==> src/rtl/logs_pkg.sv <==
// rtl/logs_pkg.sv - shared state encodings for the pattern sequencer
package logs_pkg;

    localparam logic [1:0] IDLE = 2'd0;
    localparam logic [1:0] NOTE = 2'd1;
    localparam logic [1:0] GAP  = 2'd2;

    typedef enum logic [1:0] {
        ST_IDLE = IDLE,
        ST_NOTE = NOTE,
        ST_GAP  = GAP
    } state_t;

endpackage

==> src/rtl/logs_prescaler.sv <==
// rtl/logs_prescaler.sv - free-running divider emitting a one-clk step pulse every PRE clks
module logs_prescaler #(
    parameter int PRE = 4
) (
    input  logic clk,
    input  logic rst_n,
    output logic step
);

    localparam int CW = (PRE > 1) ? $clog2(PRE) : 1;
    localparam logic [CW-1:0] LAST = CW'(PRE - 1);

    logic [CW-1:0] cnt;

    always_ff @(posedge clk or negedge rst_n) begin
        if (!rst_n) begin
            cnt <= '0;
        end else begin
            cnt <= (cnt == LAST) ? '0 : cnt + 1'b1;
        end
    end

    assign step = (cnt == LAST);

endmodule

==> src/rtl/logs_seq.sv <==
// rtl/logs_seq.sv - note pattern sequencer driving an NCO frequency word and gate
module logs_seq
    import logs_pkg::*;
#(
    parameter int N     = 5,
    parameter int LEN   = 8,
    parameter int PRE   = 4,
    parameter int DUR_W = 4
) (
    input  logic                    clk,
    input  logic                    rst_n,
    input  logic                    start,
    input  logic                    stop,
    input  logic                    loop,
    input  logic [DUR_W-1:0]        tempo,
    input  logic                    wr_en,
    input  logic [$clog2(LEN)-1:0]  wr_addr,
    input  logic [N-2:0]            wr_data,
    output logic                    step,
    output logic [N-2:0]            freq_out,
    output logic                    gate,
    output logic                    busy,
    output logic [$clog2(LEN)-1:0]  pos
);

    localparam int AW = $clog2(LEN);
    localparam logic [AW-1:0] LAST_POS = AW'(LEN - 1);

    state_t             state;
    logic [DUR_W-1:0]   dur;
    logic [N-2:0]       mem [LEN];
    logic [AW-1:0]      pos_next;

    logs_prescaler #(.PRE(PRE)) u_prescaler (
        .clk   (clk),
        .rst_n (rst_n),
        .step  (step)
    );

    assign pos_next = pos + 1'b1;

    // Writes land at the edge, so a same-clk latch below still sees the old word.
    always_ff @(posedge clk or negedge rst_n) begin
        if (!rst_n) begin
            for (int i = 0; i < LEN; i++) begin
                mem[i] <= '0;
            end
        end else if (wr_en) begin
            mem[wr_addr] <= wr_data;
        end
    end

    always_ff @(posedge clk or negedge rst_n) begin
        if (!rst_n) begin
            state    <= ST_IDLE;
            pos      <= '0;
            dur      <= '0;
            freq_out <= '0;
        end else if (stop) begin
            state    <= ST_IDLE;
            freq_out <= '0;
        end else begin
            case (state)
                ST_IDLE: begin
                    if (start) begin
                        state    <= ST_NOTE;
                        pos      <= '0;
                        freq_out <= mem[0];
                        dur      <= tempo;
                    end
                end
                ST_NOTE: begin
                    if (step) begin
                        if (dur == '0) begin
                            state    <= ST_GAP;
                            freq_out <= '0;
                        end else begin
                            dur <= dur - 1'b1;
                        end
                    end
                end
                ST_GAP: begin
                    if (step) begin
                        if (pos == LAST_POS && !loop) begin
                            state <= ST_IDLE;
                        end else begin
                            state    <= ST_NOTE;
                            pos      <= pos_next;
                            freq_out <= mem[pos_next];
                            dur      <= tempo;
                        end
                    end
                end
                default: begin
                    state    <= ST_IDLE;
                    freq_out <= '0;
                end
            endcase
        end
    end

    assign gate = (state == ST_NOTE) && (freq_out != '0);
    assign busy = (state != ST_IDLE);

endmodule
==> config.mk <==
export PLATFORM = sky130hd
export DESIGN_NAME = logs_seq
export DESIGN_NICKNAME = d
export VERILOG_FILES = /design/src/rtl/logs_pkg.sv /design/src/rtl/logs_prescaler.sv /design/src/rtl/logs_seq.sv
export SDC_FILE = /design/constraint.sdc
export NUM_CORES = 1
export LEC_CHECK = 0
export CAP_MARGIN = 30
export CORE_MARGIN = 4
export CORE_UTILIZATION = 50
export CTS_CLUSTER_SIZE = 28
export DETAILED_ROUTE_END_ITERATION = 7
export PLACE_DENSITY = 0.7
export SYNTH_ARGS = -nofsm -noshare
export SYNTH_HDL_FRONTEND = slang
export SYNTH_SLANG_ARGS = --single-unit
==> constraint.sdc <==
create_clock -name clk -period 2.7 [get_ports clk]
set_input_delay 0.54 -clock clk [delete_from_list [all_inputs] [get_ports clk]]
set_output_delay 0.54 -clock clk [all_outputs]
set_load 0.01 [all_outputs]
==> results.py <==
metrics = {
    "floorplan": {
        "fp.dieW_um": 77.8,
        "die_area_um2": 6050,
        "initial_core_util_pct": 51.5,
        "ios": 27,
        "chipHeight_um": 77.8,
        "fp-row-count": 25,
        "core_area_um2": 4720,
    },
    "critical_path": {
        "setup.worst_path.class": "reg -> out",
        "crit_family": "buffers and inverters",
        "critPathBufInv": 1,
        "worstPathMaxFanout": 10,
        "crit_chain": "nand2b_1 -> nor2_1 -> clkdlybuf4s50_1",
        "critical_path.max_stage_delay_ns": 0.54,
        "start_kind": "register",
        "worstRegToRegCells": 5,
        "cp.required_ns": 2.16,
        "reg2reg_to": "freq_out[3]$_DFFE_PN0P_",
        "r2r_setup_slack_ns": 0.58,
        "arrival_ns": 1.76,
        "r2r-start": "pos[1]$_DFFE_PN0P_",
        "slowest_stage": "clkdlybuf4s50_1",
        "crit_path_end_kind": "output pin",
    },
    "layout": {
        "drive_gt1_share_pct": 24.7,
        "diodes": 0,
        "fillers": 390,
        "finalNetCount": 247,
        "syn_to_final_growth_pct": 17.6,
        "final_area_um2": 2860,
    },
    "clock_tree": {
        "clkTransAtPathRegs_ns": 0.09,
        "clk_latency_ns": 0.30,
        "cts_tree": "built",
        "ctsResizeCount": 0,
        "cts_buffers": 5,
        "htree_levels": 2,
        "post_cts_buffers": 0,
        "cts_hold_buf": 0,
        "cts_root_buf": "clkbuf_8",
        "ctsLongestPathBuffers": 2,
        "clock-sinks": 47,
    },
    "logic_synthesis": {
        "synth-simple-area-share_pct": 11.2,
        "yosysSeqAreaShare_pct": 48.3,
        "synth_xor_area_share_pct": 0,
        "yosys.area.top_type_share_pct": 48.3,
        "syn_area_um2": 2430,
        "synthCells": 197,
        "synth_area_leaders": "dfrtp_1 48%, mux2_2 14%, mux4_2 5.5%",
        "synthAdderAreaFrac_pct": 2.06,
        "synth_compound_area_share_pct": 9.66,
        "yosys_register_bits": 47,
        "avgSynthCellArea_um2": 12.4,
        "synth_most_common_cell": "dfrtp_1",
        "yosysTopAreaCell": "dfrtp_1",
        "synth_common_cells": "47 x dfrtp_1, 31 x mux2_2, 13 x mux2i_1",
        "synth_top_family_by_area": "multiplexers",
        "synth_mux_area_share_pct": 25.2,
        "yosys_warnings": 0,
        "ys.flop_type": "dfrtp_1",
        "ys_types": 42,
        "synth_edf_count": 0,
        "synth-async-reset-ratio_pct": 100,
        "syn_nets": 218,
    },
    "global_route": {
        "grt_pass1_vias": 1797,
        "grt_max_degree": 27,
        "grt_remaining_overflow": 0,
        "grt_pass1_wl_mm": 9.29,
        "grt_antenna_before_repair": 0,
        "grtUsageTotal_pct": 19.8,
    },
    "flow_run": {
        "maxCapViolations": 0,
    },
    "detailed_routing": {
        "ant_nets": 0,
        "drt_wl_total_mm": 5.33,
        "drc_errors": 0,
        "via_count": 1670,
        "via_per_inst": 5.68,
        "drtIter0Drc": 77,
        "wire_per_inst_um": 18.1,
        "dr.pass1.iters": 4,
    },
    "sta": {
        "period_needed_ns": 2.30,
        "fmax_mhz": 435,
        "setup_viol": 0,
        "maxSlewViolCount": 0,
        "finalSetupTns_ns": 0,
        "rsz0062_at_grt": "false",
        "tightest_slew_ns": 0.646,
        "fin_crit_sh_pct": 85.1,
        "fin_worst_skew_ns": 0.00295,
        "hold_viol_final": 0,
        "worst_hold_slack_ns": 0.218,
        "slew_headroom_pct": 56.6,
    },
    "run_status": {
        "status": "finished clean",
    },
    "placed_design": {
        "port_buffers": 26,
        "place_congestion": 0.804,
        "dp_hpwl_mm": 4.19,
        "postPlaceCellArea_um2": 2770,
    },
    "power_and_ir_drop": {
        "vdd_ir_drop_max_mv": 0.376,
        "power.density_nw_per_um2": 600,
        "p_leak_nw": 1.16,
    },
    "min_path": {
        "holdCritPathClass": "in -> async",
    },
}
-- flip-flops by register name, indices dropped and copies added, names as in the netlist --
register         cells
state                2
pos                  3
u_prescaler.cnt      2
freq_out             4
dur                  4
mem                 32
-- worst max-delay path by stage --
| stage | startpoint | slack, ns | end | depth (start not counted) |
|---|---|---|---|---|
| floorplan | pos[0]$_DFFE_PN0P_ | 0.84 | pos[2]$_DFFE_PN0P_ | 6 |
| global placement | wr_addr[0] | 0.51 | mem[23]$_DFFE_PN0P_ | 3 |
| detailed placement | wr_addr[0] | 0.44 | mem[20]$_DFFE_PN0P_ | 3 |
| CTS | state[1]$_DFFE_PN0P_ | 0.38 | gate | 3 |
| global route | state[1]$_DFFE_PN0P_ | 0.28 | gate | 3 |
| finish | state[1]$_DFFE_PN0P_ | 0.40 | gate | 3 |
-- layout by cell type (no fill, tap or decap), drive strengths merged, types with 2 or more instances in the layout --
cell           instances
nor3                   3
nand2b                 5
a221oi                 2
clkinvlp               2
nand2                 11
clkdlybuf4s50         25
a311oi                 2
inv                   10
o2bb2ai                2
clkbuf                 5
a22o                   2
mux2i                 13
mux2                  31
ha                     4
nor2                   8
nor2b                  5
o21a                   3
nor3b                  2
o21ai                  2
a211oi                 2
dfrtp                 47
o211ai                 2
nand4                  2
mux4                   6
buf                    5
a21oi                  4
a21o                   3
a31oi                  2
nand4b                 4
-- cell families (layout without fill, tap and decap cells) --
kind of cell | Yosys count | in the layout
muxes | 50 | 50
DFF | 47 | 47
and+or+nand+nor | 46 | 46
AOI/OAI and AO/OA | 32 | 32
buffers and inverters | 18 | 48
adders and majority gates | 4 | 4
-- area by class of cell --
cell class	count	area (um2)	share of cell area [%]
sequential	47	1180	41.1
multi-input combinational	132	1170	40.9
timing repair buffer	30	305	10.7
tap	67	83.8	2.93
clock buffer	5	68.8	2.40
inverter	10	37.5	1.31
clock inverter	3	20.0	0.699
-- per-stage QoR --
step	setup WS, ns	power, mW	utilization (%)	instances
after CTS	0.381	1.73	60.6	294
after detailed placement	0.438	1.31	58.7	286
final	0.401	1.72	60.6	294
after global placement	0.514	1.27	58.1	285
after floorplan	0.840	1.15	-	197
after global routing	0.281	1.82	60.6	294
-- power by group --
part | switching [mW] | internal (mW)
Combinational | 0.153 | 0.215
Clock | 0.245 | 0.180
Sequential | 0.0904 | 0.833
-- per-layer routing --
metal  global-route usage, %  routed length, um
met1                    24.4               2250
met2                    34.2               2760
met3                    4.18                214
met4                    6.94                102
met5                       0                  0
No activity file was read; power rests on OpenSTA's default activity.
